--- src/rtl/hex_dump_tx_pkg.sv ---
// hex_dump_tx_pkg
// Shared definitions for the hex dump transmitter:
//   - FSM state encoding (IDLE / DIGIT / GAP / SEP / CR)
//   - ASCII constants for the separators and line terminator
//   - hexdigit(): 4-bit value to lowercase ASCII hex character
package hex_dump_tx_pkg;

  typedef logic [2:0] state_t;

  localparam state_t IDLE  = 3'd0;  // waiting for a FIFO word
  localparam state_t DIGIT = 3'd1;  // emit next hex digit when UART ready
  localparam state_t GAP   = 3'd2;  // one-cycle guard after every strobe
  localparam state_t SEP   = 3'd3;  // emit space or first terminator char
  localparam state_t CR    = 3'd4;  // emit LF after CR (CRLF build only)

  localparam logic [7:0] ASCII_SPACE = 8'h20;
  localparam logic [7:0] ASCII_LF    = 8'h0A;
  localparam logic [7:0] ASCII_CR    = 8'h0D;

  // 0-9 -> '0'-'9', 10-15 -> 'a'-'f'
  function automatic logic [7:0] hexdigit(input logic [3:0] nib);
    if (nib < 4'd10) begin
      return 8'h30 + {4'h0, nib};
    end
    return 8'h57 + {4'h0, nib};  // 8'h57 = 'a' - 10
  endfunction

endpackage

--- src/rtl/hex_dump_tx.sv ---
// hex_dump_tx
// Drains a capture FIFO and renders each word as lowercase ASCII hex for a
// logging UART. Words are separated by spaces; every PER_LINE-th word is
// followed by a line terminator instead. Every character strobe is followed
// by a one-cycle guard so the UART can drop uart_ready after acceptance.
//
// Parameters:
//   WIDTH    FIFO word width (multiple of 4, 4..64)
//   PER_LINE words per output line (1..255)
//
// Ports:
//   clk              system clock
//   reset            asynchronous active-low reset
//   fifo_available   FIFO non-empty
//   fifo_data        FIFO head word
//   fifo_read_strobe one-cycle pop pulse, the cycle after a word is captured
//   uart_ready       UART may accept a byte
//   uart_strobe      one-cycle pulse, uart_data is to be sent
//   uart_data        ASCII character (holds between strobes)
//   busy             high from word capture until its last character is sent
//
// Build option: define HEX_DUMP_TX_CRLF_EN to terminate lines with CR LF
// instead of LF alone.
module hex_dump_tx
  import hex_dump_tx_pkg::*;
#(
  parameter int WIDTH    = 32,
  parameter int PER_LINE = 8
) (
  input  logic             clk,
  input  logic             reset,
  input  logic             fifo_available,
  input  logic [WIDTH-1:0] fifo_data,
  output logic             fifo_read_strobe,
  input  logic             uart_ready,
  output logic             uart_strobe,
  output logic [7:0]       uart_data,
  output logic             busy
);

  localparam int NIB = WIDTH / 4;
  localparam int NCW = $clog2(NIB + 1);
  localparam logic [NCW-1:0] NIB_INIT  = NCW'(NIB);
  localparam logic [NCW-1:0] NIB_ONE   = NCW'(1);
  localparam logic [7:0]     LAST_WORD = 8'(PER_LINE - 1);

  state_t           state_q, state_d;
  state_t           gap_ret_q, gap_ret_d;  // where GAP goes next
  logic [WIDTH-1:0] shift_q, shift_d;
  logic [NCW-1:0]   nib_cnt_q, nib_cnt_d;
  logic [7:0]       word_cnt_q, word_cnt_d;
  logic             rd_stb_q, rd_stb_d;
  logic             uart_stb_q, uart_stb_d;
  logic [7:0]       uart_data_q, uart_data_d;
  logic             busy_q, busy_d;

  // State and datapath registers
  always_ff @(posedge clk or negedge reset) begin
    if (!reset) begin
      state_q     <= IDLE;
      gap_ret_q   <= IDLE;
      shift_q     <= '0;
      nib_cnt_q   <= '0;
      word_cnt_q  <= '0;
      rd_stb_q    <= 1'b0;
      uart_stb_q  <= 1'b0;
      uart_data_q <= '0;
      busy_q      <= 1'b0;
    end else begin
      state_q     <= state_d;
      gap_ret_q   <= gap_ret_d;
      shift_q     <= shift_d;
      nib_cnt_q   <= nib_cnt_d;
      word_cnt_q  <= word_cnt_d;
      rd_stb_q    <= rd_stb_d;
      uart_stb_q  <= uart_stb_d;
      uart_data_q <= uart_data_d;
      busy_q      <= busy_d;
    end
  end

  // Next-state logic
  always_comb begin
    state_d = state_q;
    case (state_q)
      IDLE:    if (fifo_available) state_d = DIGIT;
      DIGIT:   if (uart_ready)     state_d = GAP;
      GAP:                         state_d = gap_ret_q;
      SEP:     if (uart_ready)     state_d = GAP;
      CR:      if (uart_ready)     state_d = GAP;
      default:                     state_d = IDLE;
    endcase
  end

  // Datapath and registered-output next values
  always_comb begin
    gap_ret_d   = gap_ret_q;
    shift_d     = shift_q;
    nib_cnt_d   = nib_cnt_q;
    word_cnt_d  = word_cnt_q;
    rd_stb_d    = 1'b0;
    uart_stb_d  = 1'b0;
    uart_data_d = uart_data_q;
    busy_d      = busy_q;
    case (state_q)
      IDLE: begin
        if (fifo_available) begin
          shift_d   = fifo_data;
          nib_cnt_d = NIB_INIT;
          busy_d    = 1'b1;
          rd_stb_d  = 1'b1;  // pop lands the cycle after capture
        end
      end
      DIGIT: begin
        if (uart_ready) begin
          uart_data_d = hexdigit(shift_q[WIDTH-1 -: 4]);
          uart_stb_d  = 1'b1;
          shift_d     = shift_q << 4;
          nib_cnt_d   = nib_cnt_q - NIB_ONE;
          // Last digit of the word: the guard cycle leads to the separator.
          gap_ret_d   = (nib_cnt_q == NIB_ONE) ? SEP : DIGIT;
        end
      end
      GAP: begin
        if (gap_ret_q == IDLE) busy_d = 1'b0;
      end
      SEP: begin
        if (uart_ready) begin
          uart_stb_d = 1'b1;
          gap_ret_d  = IDLE;
          if (word_cnt_q == LAST_WORD) begin
            word_cnt_d = '0;
`ifdef HEX_DUMP_TX_CRLF_EN
            uart_data_d = ASCII_CR;
            gap_ret_d   = CR;  // LF follows after its own guard cycle
`else
            uart_data_d = ASCII_LF;
`endif
          end else begin
            uart_data_d = ASCII_SPACE;
            word_cnt_d  = word_cnt_q + 8'd1;
          end
        end
      end
      CR: begin
        // Second half of the CR LF terminator; unreachable in the LF-only build.
        if (uart_ready) begin
          uart_data_d = ASCII_LF;
          uart_stb_d  = 1'b1;
          gap_ret_d   = IDLE;
        end
      end
      default: begin
        gap_ret_d = IDLE;
      end
    endcase
  end

  assign fifo_read_strobe = rd_stb_q;
  assign uart_strobe      = uart_stb_q;
  assign uart_data        = uart_data_q;
  assign busy             = busy_q;

endmodule

--- config.mk ---
export PLATFORM = sky130hd
export DESIGN_NAME = hex_dump_tx
export DESIGN_NICKNAME = d
export VERILOG_FILES = /design/src/rtl/hex_dump_tx_pkg.sv /design/src/rtl/hex_dump_tx.sv
export SDC_FILE = /design/constraint.sdc
export NUM_CORES = 1
export LEC_CHECK = 0
export ABC_AREA = 1
export CAP_MARGIN = 10
export CORE_MARGIN = 3
export CORE_UTILIZATION = 49
export DETAILED_ROUTE_END_ITERATION = 7
export MAX_ROUTING_LAYER = met4
export PLACE_DENSITY = 0.74
export SYNTH_ARGS = -nofsm -noshare
export SYNTH_HDL_FRONTEND = slang
export SYNTH_SLANG_ARGS = --single-unit
export TNS_END_PERCENT = 20
--- constraint.sdc ---
create_clock -name clk -period 2.1 [get_ports clk]
set_input_delay 0.42 -clock clk [delete_from_list [all_inputs] [get_ports clk]]
set_output_delay 0.42 -clock clk [all_outputs]
set_load 0.05 [all_outputs]
==> metrics.yaml, run 1 <==
outcome: "finished, final reports clean"
ys_async_sr_fraction_pct: 100
clockBufferDepth: 2
avgSynthCellArea_um2: 8.62
cts-resized-gates: 0
intPower_mw: 2.91
cp_cell_sequence: "clkdlybuf4s50_1"
report.final.setup_viol: 0
peakVddDrop_mv: 0.610
worst_ep_required_time_ns: 1.68
critical-path-max-stage-delay_ns: 0.80
setup_tns_ns: 0
worstPathArrival_ns: 1.48
crit_buf_inv: 1
drt_first_pass_iters: 4
p_sw_share_pct: 41.6
num_vias: 2269
rsz0062_at_grt: "false"
wl_per_cell_um: 12.0
synth_most_common_cell: "nand2_1"
power_frac_seq_pct: 36.9
r2r-end: "shift_q[14]"
grt_usage_pct: 19.6
h-tree-depth: 3
power.density_nw_per_um2: 1430
yosys.area.top_type: "dfrtp_1"
fmax_mhz: 526
grt_pass1_wl_um: 9620
worstMarginPinSlew_ns: 0.542
finClkSkew_ns: 0.00417
yosys_warnings: 0
wirelength_um: 5420
cts_inserted_buffers: 9
antenna_found_initial: 0
dieArea_um2: 6660
initial_core_util_pct: 52.8
initialDrtViolationCount: 113
synth.distinct_cells: 27
worstSetupEndpointType: "primary output"
clkPwrFrac_pct: 17.5
p_leak_nw: 1.68
ys_seq_elements: 58
fin_crit_sh_pct: 90.6
area_growth_pct: 24.4
relSlewSlack_pct: 63.8
rows: 26
dp_hpwl_um: 3840
insertion_delay_ns: 0.33
syn_area_um2: 2800
cap_violations: 0
hold_viol: 0
hold_buffers: 0
final_nets: 415
pwr-share-comb_pct: 45.6
path_max_fanout: 2
die_h_um: 81.6
core-area_um2: 5300
nFillCells: 471
synth-edff-count: 0
final_util_pct: 65.7
crit_type: "register to primary output"
grt_pass1_vias: 2213
grt_max_degree: 32
cts_tree: "done"
vias_per_cell: 5.04
slowest_stage: "clkdlybuf4s50_1"
power.switching_mw: 2.07
crit_family: "buffers and inverters"
ys_top_cells_by_count: "nand2_1, dfrtp_1, inv_1"
synthTopCellsByArea: "dfrtp_1, nand2_1, o211ai_1"
worstSetupStartpointType: "register"
netlist_instances: 325
clkTransAtPathRegs_ns: 0.06
io_pins: 47
ys.flop_type: "dfrtp_1"
grt_overflow: 0
port_buffers: 45
power_mw: 4.98
clock_sinks: 58
ant_nets: 0
fp.dieW_um: 81.6
post-cts-setup-buffers: 0
root_buffer: "clkbuf_8"
holdCritPathClass: "input pin to asynchronous set/reset pin"
post-route-min-period_ns: 1.90
worstReg2RegStart: "state_q[1]"
synth_top_area_share_pct: 51.8
worst-r2r-setup-slack_ns: 0.59
r2r_cells: 7
drc: 0
drive_above_1_share_pct: 7.89
slew_viol_final: 0
synthesis.nets: 365
ys_seq_area_share_pct: 51.8
antenna_cells: 0
gp_routability_congestion: 0.819
registers in the layout, indices dropped and copies added, names as in the netlist:
name              count
busy                  1
fifo_read_strobe      1
gap_ret_q             2
nib_cnt_q             4
shift_q              32
state_q               2
uart_data             7
uart_strobe           1
word_cnt_q            8
through the flow:
stage	hold slack (ns)	setup slack (ns)	cell area [um^2]	std cells
floorplan	0.124	0.836	2800	325
global placement	0.446	0.236	3320	434
detailed placement	0.441	0.194	3320	434
CTS	0.0760	0.177	3480	450
global route	0.100	0.131	3480	450
finish	0.0700	0.198	3480	450
power groups by stage:
stage	Clock (mW)	Sequential [mW]	Combinational (mW)
CTS	0.902	1.84	2.29
floorplan	0	2.08	1.48
global route	0.948	1.89	2.62
finish	0.870	1.84	2.27
global placement	0	1.84	2.23
detailed placement	0	1.85	2.27
worst max-delay path by stage:
stage / startpoint / end / slack [ns] / cells after the start
after global routing: uart_data[6] / uart_data[6] / 0.13 / 1
after floorplan: state_q[1] / shift_q[28] / 0.84 / 7
after CTS: uart_data[1] / uart_data[1] / 0.18 / 1
final: uart_data[1] / uart_data[1] / 0.20 / 1
after detailed placement: uart_ready / word_cnt_q[3] / 0.19 / 7
after global placement: uart_ready / word_cnt_q[3] / 0.24 / 7
final cells by class:
| type | instances | area (um^2) | area share [%] |
|---|---|---|---|
| sequential | 58 | 1450 | 41.7 |
| multi-input combinational | 196 | 1020 | 29.3 |
| timing repair buffer | 54 | 551 | 15.8 |
| inverter | 56 | 210 | 6.03 |
| clock buffer | 13 | 149 | 4.27 |
| tap | 70 | 87.6 | 2.51 |
| clock inverter | 3 | 15.0 | 0.431 |
routing by layer:
layer  share of wire [%]  routed length (um)  vias up  global-route usage (%)
met5                   0                   0        -                       -
met4                 1.8                 100        0                    9.63
met3                 5.2                 282        9                    5.37
met2                  47                2540       56                    30.5
met1                  46                2500     1053                    23.6
li1                    -                   -     1151                       -
logic make-up (layout without fill, tap and decap cells):
kind of cell               Yosys count  in the layout  share of synthesized area [%]
buffers and inverters               71            126                           11.7
adders and majority gates            4              4                           1.79
other                                1              1                          0.134
AOI/OAI and AO/OA                   76             76                           16.3
DFF                                 58             58                           51.8
and+or+nand+nor                    111            111                           17.0
xor gates and xnor gates             4              4                           1.25
placed cells by master (no fill, tap or decap), types with 4 or more instances in the layout:
master            n
inv_1            53
buf_4             6
ha_1              4
nand2_1          80
clkdlybuf4s50_1  44
nand3_1          13
o21ai_0          27
nand4_1           6
o211ai_1         29
dfrtp_1          58
a21oi_1           4
o21ai_1          14
clkbuf_8         10
nor2_1            7
Power figures use the tool's default switching activity.
==> run 2: changes to the inputs <==
--- a/config.mk
+++ b/config.mk
@@ -6,8 +6,8 @@
 export NUM_CORES = 1
 export LEC_CHECK = 0
 export ABC_AREA = 1
-export CAP_MARGIN = 10
-export CORE_MARGIN = 3
+export CAP_MARGIN = 20
+export CORE_MARGIN = 8
 export CORE_UTILIZATION = 49
 export DETAILED_ROUTE_END_ITERATION = 7
 export MAX_ROUTING_LAYER = met4
==> metrics.yaml, run 2 (synthesis gave the netlist of run 1 again) <==
critical-path-max-stage-delay_ns: 0.80
place_ws_ns: 0.215
worstSetupStartpointType: "register"
wl_per_cell_um: 12.5
grt_pass1_wl_um: 10100
initial_core_util_pct: 50.9
relSlewSlack_pct: 66.1
regArea_um2: 1450
drive_above_1_share_pct: 7.41
cts_inserted_buffers: 9
post-cts-setup-buffers: 0
hold_buffers: 0
cts_tree: "done"
clock_sinks: 58
initialDrtViolationCount: 75
die_h_um: 91.6
hold_viol: 0
peakVddDrop_mv: 0.581
dp_hpwl_um: 4020
fp.dieW_um: 91.6
setup_ws_ns: 0.190
dieArea_um2: 8390
h-tree-depth: 3
grt_overflow: 0
cp_cell_sequence: "clkdlybuf4s50_1"
core-area_um2: 5510
crit_family: "buffers and inverters"
crit_buf_inv: 1
rows: 27
area_growth_pct: 25.6
multiInputGateArea_um2: 1020
port_buffers: 45
p_leak_nw: 1.69
worstPathArrival_ns: 1.49
report.final.setup_viol: 0
post-route-cell-area_um2: 3520
worst_ep_required_time_ns: 1.68
drc: 0
fin_crit_sh_pct: 90.9
grt_pass1_vias: 2301
post-route-min-period_ns: 1.91
antenna_cells: 0
crit_type: "register to primary output"
antenna_found_initial: 0
final_nets: 413
insertion_delay_ns: 0.33
nFillCells: 512
grt_usage_pct: 15.2
drt_first_pass_iters: 4
outcome: "finished, final reports clean"
grt_max_degree: 59
slowest_stage: "clkdlybuf4s50_1"
worstMarginPinSlew_ns: 0.507
fmax_mhz: 524
cts-resized-gates: 0
worstSetupEndpointType: "primary output"
root_buffer: "clkbuf_8"
clkTransAtPathRegs_ns: 0.07
num_vias: 2230
slew_viol_final: 0
holdCritPathClass: "input pin to asynchronous set/reset pin"
cap_violations: 0
gp_routability_congestion: 0.820
final_cell_mix: "nand2_1, dfrtp_1, inv_1, clkdlybuf4s50_1, o211ai_1"
final_common_cell: "nand2_1"
largest_register_ffs: 32
io_pins: 47
rsz0062_at_grt: "false"
largest-register: "shift_q"
clockBufferDepth: 2
finClkSkew_ns: 0.00886
vias_per_cell: 4.96
setup_tns_ns: 0
ant_nets: 0
wirelength_um: 5650
power.density_nw_per_um2: 1460
path_max_fanout: 2
place_area_um2: 3320
-- run 2: cell types whose count changed in the layout (fill, tap and decap cells not counted), sizes merged --
cell	before	now
bufinv	0	1
clkbuf	13	14
clkinv	3	1
buf	10	8
-- run 2: cell type report --
type | count | share of cell area, %
inverter | 56 | 5.97
tap | 72 | 2.56
multi-input combinational | 196 | 29.0
timing repair buffer | 52 | 15.6
clock inverter | 2 | 0.996
sequential | 58 | 41.3
clock buffer | 14 | 4.62
-- run 2: power by group --
group	total, mW	switching [mW]	internal (mW)	leakage (nW)
Combinational	2.25	1.42	0.829	0.865
Sequential	1.85	0.239	1.61	0.721
Clock	1.04	0.424	0.613	0.101
-- run 2: metrics by stage --
stage                     cells  utilization, %  hold WS (ns)  power [mW]
after CTS                   450            63.9        0.0856        5.20
after global placement      434            60.3         0.446        4.05
after global routing        450            63.9         0.104        5.58
after floorplan             325               -         0.124        3.56
final                       450            63.9        0.0814        5.13
after detailed placement    434            60.3         0.446        4.14
-- run 2: worst paths after layout --
kind / startpoint / endpoint / slack, ns / depth (start not counted)
max: uart_data[5] / uart_data[5] / 0.19 / 1
min: reset / word_cnt_q[7] / 0.08 / 2
max reg2reg: state_q[1] / shift_q[12] / 0.65 / 6
min reg2reg: uart_data[2] / uart_data[2] / 0.48 / 2
max in group asynchronous: reset / shift_q[28] / 1.76 / 2
min in group clk: uart_data[2] / uart_data[2] / 0.48 / 2
-- run 2: routing by layer --
| metal | vias to the layer above | wire length, um | GRT usage, % | share of wire, % |
|---|---|---|---|---|
| met1 | 1019 | 2640 | 18.1 | 47 |
| met2 | 49 | 2660 | 23.2 | 47 |
| met3 | 10 | 240 | 3.79 | 4.3 |
| met5 | - | 0 | - | 0 |
| met4 | 0 | 110 | 8.19 | 1.9 |
| li1 | 1152 | - | - | - |
